--- config.mk ---
export PLATFORM = sky130hd
export DESIGN_NAME = srload_sequencer_flat
export DESIGN_NICKNAME = d
export VERILOG_FILES = /design/src/rtl/srload_pkg.sv /design/src/rtl/srload_if.sv /design/src/rtl/srload_serializer.sv /design/src/rtl/srload_sequencer.sv /design/src/flat_wrapper.sv
export SDC_FILE = /design/constraint.sdc
export NUM_CORES = 1
export LEC_CHECK = 0
export ABC_AREA = 1
export CAP_MARGIN = 10
export CORE_UTILIZATION = 25
export CTS_CLUSTER_DIAMETER = 150
export DETAILED_ROUTE_END_ITERATION = 16
export REMOVE_ABC_BUFFERS = 1
export SYNTH_ARGS = -nofsm -noshare
export SYNTH_HDL_FRONTEND = slang
export SYNTH_SLANG_ARGS = --single-unit
--- constraint.sdc ---
create_clock -name CLK -period 4.45 [get_ports CLK]
set_input_delay 0.445 -clock CLK [delete_from_list [all_inputs] [get_ports CLK]]
set_output_delay 0.445 -clock CLK [all_outputs]
set_load 0.02 [all_outputs]
--- src/rtl/srload_pkg.sv ---
// Shared types and sizing constants for the shift-register load sequencer.
// Register lengths match the generator; the counter is wide enough for the longer one.
package srload_pkg;

  localparam int SIZESRSTAT_DEF = 88;
  localparam int SIZESRDYN_DEF  = 16;

  function automatic int cnt_width(input int len_a, input int len_b);
    return $clog2((len_a > len_b) ? len_a : len_b);
  endfunction

  localparam int CNT_W = cnt_width(SIZESRSTAT_DEF, SIZESRDYN_DEF);

  typedef enum logic [1:0] {
    IDLE       = 2'd0,
    SHIFT_DYN  = 2'd1,
    SHIFT_STAT = 2'd2,
    LATCH      = 2'd3
  } srload_state_t;

  typedef enum logic {
    DYN  = 1'b0,
    STAT = 1'b1
  } srload_grant_t;

endpackage

--- src/rtl/srload_if.sv ---
// Request/ack handshake plus the serial link to the generator's shift registers.
// master = requester side (uC register block), slave = the sequencer.
interface srload_if
  import srload_pkg::*;
#(
  parameter int SIZESRSTAT = SIZESRSTAT_DEF,
  parameter int SIZESRDYN  = SIZESRDYN_DEF
) ();

  logic                  stat_req;
  logic [SIZESRSTAT-1:0] stat_data;
  logic                  dyn_req;
  logic [SIZESRDYN-1:0]  dyn_data;
  logic                  stat_ack;
  logic                  dyn_ack;
  logic                  SELSTAT;
  logic                  SELDYN;
  logic                  SDATA;
  logic                  LATCH_STAT;
  logic                  LATCH_DYN;
  logic                  busy;

  modport master (
    output stat_req, stat_data, dyn_req, dyn_data,
    input  stat_ack, dyn_ack, SELSTAT, SELDYN, SDATA, LATCH_STAT, LATCH_DYN, busy
  );

  modport slave (
    input  stat_req, stat_data, dyn_req, dyn_data,
    output stat_ack, dyn_ack, SELSTAT, SELDYN, SDATA, LATCH_STAT, LATCH_DYN, busy
  );

endinterface

--- src/rtl/srload_serializer.sv ---
// Single MSB-first shifter shared by both words, with a bit down-counter.
// Words are loaded left-aligned so the MSB is always the top bit of the register.
module srload_serializer #(
  parameter int WIDTH = 88,
  parameter int CW    = 7
) (
  input  logic             clk,
  input  logic             srst,
  input  logic             i_load,
  input  logic [WIDTH-1:0] i_word,
  input  logic [CW-1:0]    i_cnt,
  input  logic             i_shift,
  output logic             o_bit,
  output logic             o_last_bit
);

  logic [WIDTH-1:0] r_shreg;
  logic [CW-1:0]    r_cnt;

  always_ff @(posedge clk) begin
    if (srst) begin
      r_shreg <= '0;
      r_cnt   <= '0;
    end else if (i_load) begin
      r_shreg <= i_word;
      r_cnt   <= i_cnt;
    end else if (i_shift) begin
      r_shreg <= {r_shreg[WIDTH-2:0], 1'b0};
      // Saturate at zero; only a new load moves the counter up again.
      if (r_cnt != '0) begin
        r_cnt <= r_cnt - 1'b1;
      end
    end
  end

  assign o_bit      = r_shreg[WIDTH-1];
  assign o_last_bit = (r_cnt == '0);

endmodule

--- src/rtl/srload_sequencer.sv ---
// Arbitrates static/dynamic load requests and serialises the granted word,
// finishing each frame with a one-cycle latch pulse for the matching register.
module srload_sequencer
  import srload_pkg::*;
#(
  parameter int SIZESRSTAT = SIZESRSTAT_DEF,
  parameter int SIZESRDYN  = SIZESRDYN_DEF
) (
  input  logic     CLK,
  input  logic     RST,
  srload_if.slave  bus
);

  localparam int CW = cnt_width(SIZESRSTAT, SIZESRDYN);

  srload_state_t         r_state;
  srload_state_t         w_state_next;
  srload_grant_t         r_last_grant;

  logic                  w_pick_dyn;
  logic                  w_grant_dyn;
  logic                  w_grant_stat;
  logic                  w_load;
  logic [SIZESRSTAT-1:0] w_load_word;
  logic [CW-1:0]         w_load_cnt;
  logic                  w_shift;
  logic                  w_bit;
  logic                  w_last_bit;

  logic                  w_stat_ack;
  logic                  w_dyn_ack;
  logic                  w_sel_stat;
  logic                  w_sel_dyn;
  logic                  w_sdata;
  logic                  w_latch_stat;
  logic                  w_latch_dyn;
  logic                  w_busy;

  // On a tie the requester not served last wins; grants are suppressed during reset
  // so a request seen alongside RST is only acked once reset has gone away.
  always_comb begin
    w_pick_dyn   = bus.dyn_req && (!bus.stat_req || (r_last_grant == STAT));
    w_grant_dyn  = (r_state == IDLE) && !RST && w_pick_dyn;
    w_grant_stat = (r_state == IDLE) && !RST && bus.stat_req && !w_pick_dyn;
  end

  assign w_load      = w_grant_dyn || w_grant_stat;
  assign w_load_word = w_grant_dyn ? {bus.dyn_data, {(SIZESRSTAT-SIZESRDYN){1'b0}}}
                                   : bus.stat_data;
  assign w_load_cnt  = w_grant_dyn ? CW'(SIZESRDYN - 1) : CW'(SIZESRSTAT - 1);
  assign w_shift     = (r_state == SHIFT_DYN) || (r_state == SHIFT_STAT);

  srload_serializer #(
    .WIDTH (SIZESRSTAT),
    .CW    (CW)
  ) u_serializer (
    .clk        (CLK),
    .srst       (RST),
    .i_load     (w_load),
    .i_word     (w_load_word),
    .i_cnt      (w_load_cnt),
    .i_shift    (w_shift),
    .o_bit      (w_bit),
    .o_last_bit (w_last_bit)
  );

  always_ff @(posedge CLK) begin
    if (RST) begin
      r_state <= IDLE;
    end else begin
      r_state <= w_state_next;
    end
  end

  // last_grant also tells the LATCH state which register the finished word belongs to.
  always_ff @(posedge CLK) begin
    if (RST) begin
      r_last_grant <= STAT;
    end else if (w_grant_dyn) begin
      r_last_grant <= DYN;
    end else if (w_grant_stat) begin
      r_last_grant <= STAT;
    end
  end

  always_comb begin
    w_state_next = r_state;
    case (r_state)
      IDLE: begin
        if (w_grant_dyn) begin
          w_state_next = SHIFT_DYN;
        end else if (w_grant_stat) begin
          w_state_next = SHIFT_STAT;
        end
      end
      SHIFT_DYN, SHIFT_STAT: begin
        if (w_last_bit) begin
          w_state_next = LATCH;
        end
      end
      LATCH:   w_state_next = IDLE;
      default: w_state_next = IDLE;
    endcase
  end

  always_comb begin
    w_stat_ack   = 1'b0;
    w_dyn_ack    = 1'b0;
    w_sel_stat   = 1'b0;
    w_sel_dyn    = 1'b0;
    w_sdata      = 1'b0;
    w_latch_stat = 1'b0;
    w_latch_dyn  = 1'b0;
    w_busy       = 1'b0;
    case (r_state)
      IDLE: begin
        w_stat_ack = w_grant_stat;
        w_dyn_ack  = w_grant_dyn;
      end
      SHIFT_DYN: begin
        w_sel_dyn = 1'b1;
        w_sdata   = w_bit;
        w_busy    = 1'b1;
      end
      SHIFT_STAT: begin
        w_sel_stat = 1'b1;
        w_sdata    = w_bit;
        w_busy     = 1'b1;
      end
      LATCH: begin
        w_latch_stat = (r_last_grant == STAT);
        w_latch_dyn  = (r_last_grant == DYN);
        w_busy       = 1'b1;
      end
      default: begin
        w_busy = 1'b0;
      end
    endcase
  end

  assign bus.stat_ack   = w_stat_ack;
  assign bus.dyn_ack    = w_dyn_ack;
  assign bus.SELSTAT    = w_sel_stat;
  assign bus.SELDYN     = w_sel_dyn;
  assign bus.SDATA      = w_sdata;
  assign bus.LATCH_STAT = w_latch_stat;
  assign bus.LATCH_DYN  = w_latch_dyn;
  assign bus.busy       = w_busy;

  a_sel_exclusive: assert property (@(posedge CLK) disable iff (RST)
    !(w_sel_stat && w_sel_dyn));
  a_sel_latch_exclusive: assert property (@(posedge CLK) disable iff (RST)
    !((w_sel_stat || w_sel_dyn) && (w_latch_stat || w_latch_dyn)));

endmodule

--- src/flat_wrapper.sv ---
// flat-port wrapper written by rule: the top's interface ports become plain ports
module srload_sequencer_flat import srload_pkg::*;
#(
  parameter int SIZESRSTAT = SIZESRSTAT_DEF,
  parameter int SIZESRDYN  = SIZESRDYN_DEF
)
  (CLK, RST, bus_stat_req, bus_stat_data, bus_dyn_req, bus_dyn_data, bus_stat_ack, bus_dyn_ack, bus_SELSTAT, bus_SELDYN, bus_SDATA, bus_LATCH_STAT, bus_LATCH_DYN, bus_busy);
  srload_if #(.SIZESRSTAT(SIZESRSTAT), .SIZESRDYN(SIZESRDYN)) bus_i ();
  input  logic CLK;
  input  logic RST;
  input wire logic [$bits(bus_i.stat_req)-1:0] bus_stat_req;
  input wire logic [$bits(bus_i.stat_data)-1:0] bus_stat_data;
  input wire logic [$bits(bus_i.dyn_req)-1:0] bus_dyn_req;
  input wire logic [$bits(bus_i.dyn_data)-1:0] bus_dyn_data;
  output wire logic [$bits(bus_i.stat_ack)-1:0] bus_stat_ack;
  output wire logic [$bits(bus_i.dyn_ack)-1:0] bus_dyn_ack;
  output wire logic [$bits(bus_i.SELSTAT)-1:0] bus_SELSTAT;
  output wire logic [$bits(bus_i.SELDYN)-1:0] bus_SELDYN;
  output wire logic [$bits(bus_i.SDATA)-1:0] bus_SDATA;
  output wire logic [$bits(bus_i.LATCH_STAT)-1:0] bus_LATCH_STAT;
  output wire logic [$bits(bus_i.LATCH_DYN)-1:0] bus_LATCH_DYN;
  output wire logic [$bits(bus_i.busy)-1:0] bus_busy;
  assign bus_i.stat_req = bus_stat_req;
  assign bus_i.stat_data = bus_stat_data;
  assign bus_i.dyn_req = bus_dyn_req;
  assign bus_i.dyn_data = bus_dyn_data;
  assign bus_stat_ack = bus_i.stat_ack;
  assign bus_dyn_ack = bus_i.dyn_ack;
  assign bus_SELSTAT = bus_i.SELSTAT;
  assign bus_SELDYN = bus_i.SELDYN;
  assign bus_SDATA = bus_i.SDATA;
  assign bus_LATCH_STAT = bus_i.LATCH_STAT;
  assign bus_LATCH_DYN = bus_i.LATCH_DYN;
  assign bus_busy = bus_i.busy;
  srload_sequencer #(.SIZESRSTAT(SIZESRSTAT), .SIZESRDYN(SIZESRDYN)) u_core (.CLK(CLK), .RST(RST), .bus(bus_i));
endmodule
# After elaboration in Yosys (flattened, before gate mapping)
# Index checks and enable logic that the tools add are counted.
[word_totals] reg_bits=98 word_cells=53 in_bits=108
[classes] n_eq_ne=5 reduce_logical=21 bitwise_logic=1 addsub=1 mux=21
[op_table] cell="$mux W88" count=3
[op_table] cell="$mux W7" count=4
[op_table] cell="$mux W1" count=10
[op_table] cell="$logic_not A7 Y1" count=1
[op_table] cell="$reduce_bool A7 Y1" count=1
[op_table] cell="$sub A7 B1 Y7 const B" count=1
[op_table] cell="$mux W2" count=3
[op_table] cell="$pmux W2 S3" count=1
[op_table] cell="$reduce_bool A2 Y1" count=3
[op_table] cell="$logic_and A1 B1 Y1" count=5
[op_table] cell="$eq A2 B2 Y1 const B" count=2
[op_table] cell="$reduce_and A2 Y1" count=2
[op_table] cell="$logic_not A1 Y1" count=3
[op_table] cell="$logic_or A1 B1 Y1" count=3
[op_table] cell="$ne A3 B1 Y1 const B" count=1
[op_table] cell="$reduce_or A3 Y1" count=1
[op_table] cell="$eq A2 B1 Y1 const B" count=1
[op_table] cell="$logic_not A2 Y1" count=1
[op_table] cell="$ne A2 B1 Y1 const B" count=1
[op_table] cell="$reduce_or A2 Y1" count=1
[op_table] cell="$not A1 Y1" count=1

# Depth between registers and ports, before layout
[logic_depth] depth_word=8 depth_mapped=12 mapped_depth_nobuf=10

# Modules after synthesis
# A second synthesis with hierarchy kept.
[unflattened] cells_unflattened=946 area_unflattened_um2=5766.8
[modules_own_cells] module="srload_serializer" seq_area_each_um2=1901.8 area_per_inst_um2=4667.0 cells_per_inst=689 instances=1
[modules_own_cells] module="srload_sequencer" seq_area_each_um2=60.1 area_per_inst_um2=1099.8 cells_per_inst=257 instances=1

# Worst setup path before layout
# No wires, ideal clock.
[synth_path] path_kind="reg-to-reg" start="register u_core.r_state[0]" end="register u_core.u_serializer.r_shreg[86]" arrival_time_ps=1574 setup_slack_ps=2761 stages_incl_launch_ff=10 cell_sequence="dfxtp_1 inv_1 ha_1 buf_2 inv_2 buf_2 clkbuf_1 nand3_1 nand3_1 nor2_1"
[synth_via] elab_chain_cells=6
[synth_lines] item="start, declared" line_no="srload_sequencer.sv:16" text="srload_state_t r_state;"
[synth_lines] item="start signal, assigned" line_no="srload_sequencer.sv:71" text="r_state <= w_state_next;"
[synth_lines] item="$logic_not A2 Y1" line_no="srload_sequencer.sv:43, srload_sequencer.sv:44"
[synth_lines] item="$logic_and A1 B1 Y1" line_no="srload_sequencer.sv:43, srload_sequencer.sv:44"
[synth_lines] item="$logic_and A1 B1 Y1 (2 in series)" line_no="srload_sequencer.sv:44" text="w_grant_stat = (r_state == IDLE) && !RST && bus.stat_req && !w_pick_dyn;"
[synth_lines] item="$logic_or A1 B1 Y1" line_no="srload_sequencer.sv:47" text="assign w_load = w_grant_dyn || w_grant_stat;"
[synth_lines] item="$mux W88 / $reduce_bool A2 Y1 (equally long branches)"
[synth_lines] item="end signal, assigned" line_no="srload_serializer.sv:25" text="r_shreg <= i_word;"
[synth_lines] item="end signal, assigned" line_no="srload_serializer.sv:28" text="r_shreg <= {r_shreg[WIDTH-2:0], 1'b0};"
[synth_lines] item="end, declared" line_no="srload_serializer.sv:17" text="logic [WIDTH-1:0] r_shreg;"
# Parallel ways exist; a longest one is shown, timed or not.
# A chain may end at the register's enable or synchronous reset.

# Final worst setup path
[layout_path] start="input RST" end="output bus_stat_ack"
[layout_via] elab_chain_cells=5
[layout_lines] item="start, declared" line_no="flat_wrapper.sv:10" text="input logic RST;"
[layout_lines] item="$logic_not A1 Y1" line_no="srload_sequencer.sv:44"
[layout_lines] item="$logic_and A1 B1 Y1 (3 in series)" line_no="srload_sequencer.sv:44"
[layout_lines] item="$mux W1" line_no="srload_sequencer.sv:115" text="case (r_state)"
[layout_lines] item="end, declared" line_no="flat_wrapper.sv:15" text="output wire logic [$bits(bus_i.stat_ack)-1:0] bus_stat_ack;"
# No other way between the ends.

==> results.md <==
* Max Clock Freq at 329 MHz
* Clock Tree Buf Depth at 2
* Setup Crit Path Kind: in -> out
* Resized cells post-CTS at 0
* Setup crit end kind: output pin
* Final min period at 3.04 ns
* Root buffer cell: clkbuf_16
* Clock share of power at 17.6%
* Initial Utilization at 25.7%
* First-pass GRT wire length at 22600 µm
* LEAKAGE at 3.01 nW
* Post-synthesis sequential area ratio at 37.4%
* IO Pins at 116
* Power Dens Cells at 633 mW/mm²
* Final WL at 13500 µm
* Slew Viols, Final at 0
* Switching share of power at 42.3%
* Antenna-violating nets left at 0
* Vias post-DR at 5055
* Ant. Diodes at 0
* Buf/Inv on CP at 5
* Later-pin clock latency in the skew report at 0.35 ns
* Share of post-route cells with drive strength above 1 at 3.34%
* Logic pwr share at 47.9%
* Die height at 147 µm
* Internal power at 2.44 mW
* Netlist cell types at 26
* Post-CTS Setup Bufs at 0
* Gpl congestion at 0.769
* Hold Vio Cnt, Final at 0
* Startpoint Class: primary input
* Vias in the first global route at 4522
* Peak supply drop at 0.210 mV
* Data required, critical path at 4.01 ns
* WL/cell at 11.6 µm
* Max stage delay on crit path at 0.64 ns
* CTS H-tree depth at 3
* Fill count at 2193
* GRT Total Usage at 13.0%
* Critical R2R Launch: u_core.r_state[0]
* Hold Startpoint: u_core.u_serializer.r_shreg[0]
* Max-capacitance violation count at 0
* Reg clk slew, reported paths at 0.07 ns
* Post-CTS Hold Fix Bufs at 0
* Highest-delay cell along the critical path: clkdlybuf4s50_1
* Dpl hpwl at 8210 µm
* WP data arrival at 2.59 ns
* Hold path depth at 2
* RSZ-0062 raised after global routing: no
* R2r worst-path depth at 6
* Hold worst-path end: u_core.u_serializer.r_shreg[0]
* P_sw at 1.79 mW
* Slew Limit Headroom at 38.4%
* Finish-stage setup viols at 0
* CP delay by family, top: buffers and inverters
* Antenna violations before repair at 0
* Crit share post-route at 68.2%
* Reg power frac at 34.5%
* Inst Count DP at 1154
* Synth Area per Inst at 6.40 µm²
* DR pass1 iterations at 4
* Pin slew with the least headroom to its limit at 0.925 ns
* Die W at 147 µm
* Crit Path Max Fanout at 25
* Num rows at 52
* CTS tree: done
* Worst min path class: reg -> reg
* CTS sink count at 98
* Netlist Area Pre-Place at 0.00524 mm²
* Yosys Warn Count at 0
* Placeable Area at 0.0204 mm²
* Total CTS buffers at 9
* Status: finished, final reports clean
* Port Buffers at 115
* Initial DRC Count at 332
* Die area at 0.0215 mm²
* CP Cell Sequence: clkdlybuf4s50_1, inv_4, nand3_2, inv_2, nand2_4, clkinv_4, clkdlybuf4s50_1
* Number of synthesized register bits at 98
* GRT Residual Overflow at 0
* P&R area growth vs syn at 27.6%
* Final Skew at 0.00537 ns
* Nets at 1009
* Largest net degree at the start of global routing at 93
* Reg2reg end: u_core.u_serializer.r_shreg[19]
* Routed vias/inst at 4.32
* Finished Layout Cells at 1169
* Most frequent CP cell: clkdlybuf4s50_1
* Post-Syn Instances at 819
* DRC at 0
* TNS Setup at 0 ns
* Reg2reg setup slack at 1.46 ns
[metal layers]
| layer | GRT usage (%) | vias to the layer above | wire length [µm] | part of all wire [%] |
|---|---|---|---|---|
| li1 | - | 2702 | - | - |
| met4 | 4.69 | 0 | 194 | 1.4 |
| met3 | 2.48 | 16 | 788 | 5.8 |
| met5 | 0 | - | 0 | 0 |
| met2 | 18.6 | 140 | 5600 | 41 |
| met1 | 19.1 | 2197 | 6940 | 51 |
[cells in the mapped netlist, drive strengths merged]
cell | number | area, µm²
nor2 | 168 | 631
buf | 37 | 289
clkinv | 1 | 8.76
ha | 6 | 75.1
o31ai | 1 | 7.51
nand3b | 1 | 7.51
nand3 | 32 | 170
inv | 119 | 449
a31oi | 1 | 6.26
dfxtp | 98 | 1960
nand4 | 1 | 6.26
o21ai | 186 | 931
a21oi | 21 | 105
nand2 | 128 | 510
xnor2 | 1 | 8.76
clkbuf | 17 | 63.8
o21bai | 1 | 7.51
[power groups by stage]
stage | sequential, mW | combinational [mW] | clock [mW]
after global placement | 1.47 | 2.03 | 0
after CTS | 1.46 | 2.06 | 0.773
after floorplan | 1.43 | 1.53 | 0
final | 1.46 | 2.03 | 0.744
after detailed placement | 1.47 | 2.05 | 0
after global routing | 1.50 | 2.39 | 0.810
[how the worst max path moves through the flow]
stage | startpoint | to | slack, ns | cells past startpoint
6_report | RST | bus_stat_ack | 1.41 | 7
5_1_grt | u_core.r_state[0] | u_core.u_serializer.r_shreg[60] | 1.08 | 6
4_1_cts | u_core.r_state[0] | u_core.u_serializer.r_shreg[62] | 1.41 | 6
2_1_floorplan | u_core.r_state[0] | u_core.u_serializer.r_shreg[10] | 1.88 | 6
3_5_place_dp | RST | u_core.u_serializer.r_shreg[62] | 1.36 | 8
3_3_place_gp | RST | u_core.u_serializer.r_shreg[9] | 1.40 | 8
[cells by family (layout without fill, tap and decap cells)]
logic type,count (synthesis),count (layout),share of synthesized area (%)
buffers and inverters,174,254,15.5
AO/OA/AOI/OAI,210,210,20.2
AND/OR/NAND/NOR,330,330,25.3
flip-flops,98,98,37.4
XOR/XNOR,1,1,0.167
adder cells (fa/ha/maj),6,6,1.43
[placed cells by master, fill, tap and decap left out]
master,instances
a31oi_1,1
nand3_1,30
buf_4,4
o21ai_0,66
clkinvlp_4,1
nand2_4,4
ha_1,6
inv_1,115
o21bai_1,1
nor2_1,168
clkbuf_1,2
clkbuf_8,2
o21ai_1,120
dfxtp_1,98
clkdlybuf4s50_1,115
clkinv_2,2
inv_4,1
nand2_1,122
o31ai_1,1
nand3_2,2
clkbuf_16,9
xnor2_1,1
nand3b_1,1
nand4_1,1
a21oi_1,21
nand2_2,2
inv_2,2
clkinv_4,1
[worst min-delay path, stage by stage, from the launching register on]
cell     delay [ns]
dfxtp_1        0.31
nand2_1        0.06
a21oi_1        0.06
[area by class of cell]
| cell class | instances | area, µm² | share of cell area, % |
|---|---|---|---|
| well taps | 270 | 338 | 5.05 |
| inverters | 120 | 459 | 6.87 |
| flip-flops and latches | 98 | 1960 | 29.4 |
| repair buffers | 119 | 1180 | 17.7 |
| clock inverters | 2 | 12.5 | 0.187 |
| multi-input cells | 547 | 2470 | 37.0 |
| clock buffers | 13 | 260 | 3.89 |
[metrics by stage]
| step | worst slack, ns | utilization [%] | instance area (µm²) | total power, mW | hold WS, ns |
|---|---|---|---|---|---|
| final | 1.41 | 32.8 | 6680 | 4.23 | 0.478 |
| after global placement | 1.40 | 31.5 | 6410 | 3.50 | 0.476 |
| after CTS | 1.41 | 32.8 | 6680 | 4.29 | 0.474 |
| after detailed placement | 1.36 | 31.5 | 6410 | 3.52 | 0.464 |
| after floorplan | 1.88 | - | 4890 | 2.96 | 0.434 |
| after global routing | 1.08 | 32.8 | 6680 | 4.70 | 0.482 |
[sequential cells by signal, summed over array words and instances, names as in the netlist]
name,flops
u_core.r_last_grant,1
u_core.u_serializer.r_shreg,88
u_core.u_serializer.r_cnt,7
u_core.r_state,2
Note: power is estimated with default switching activity, not from simulation.
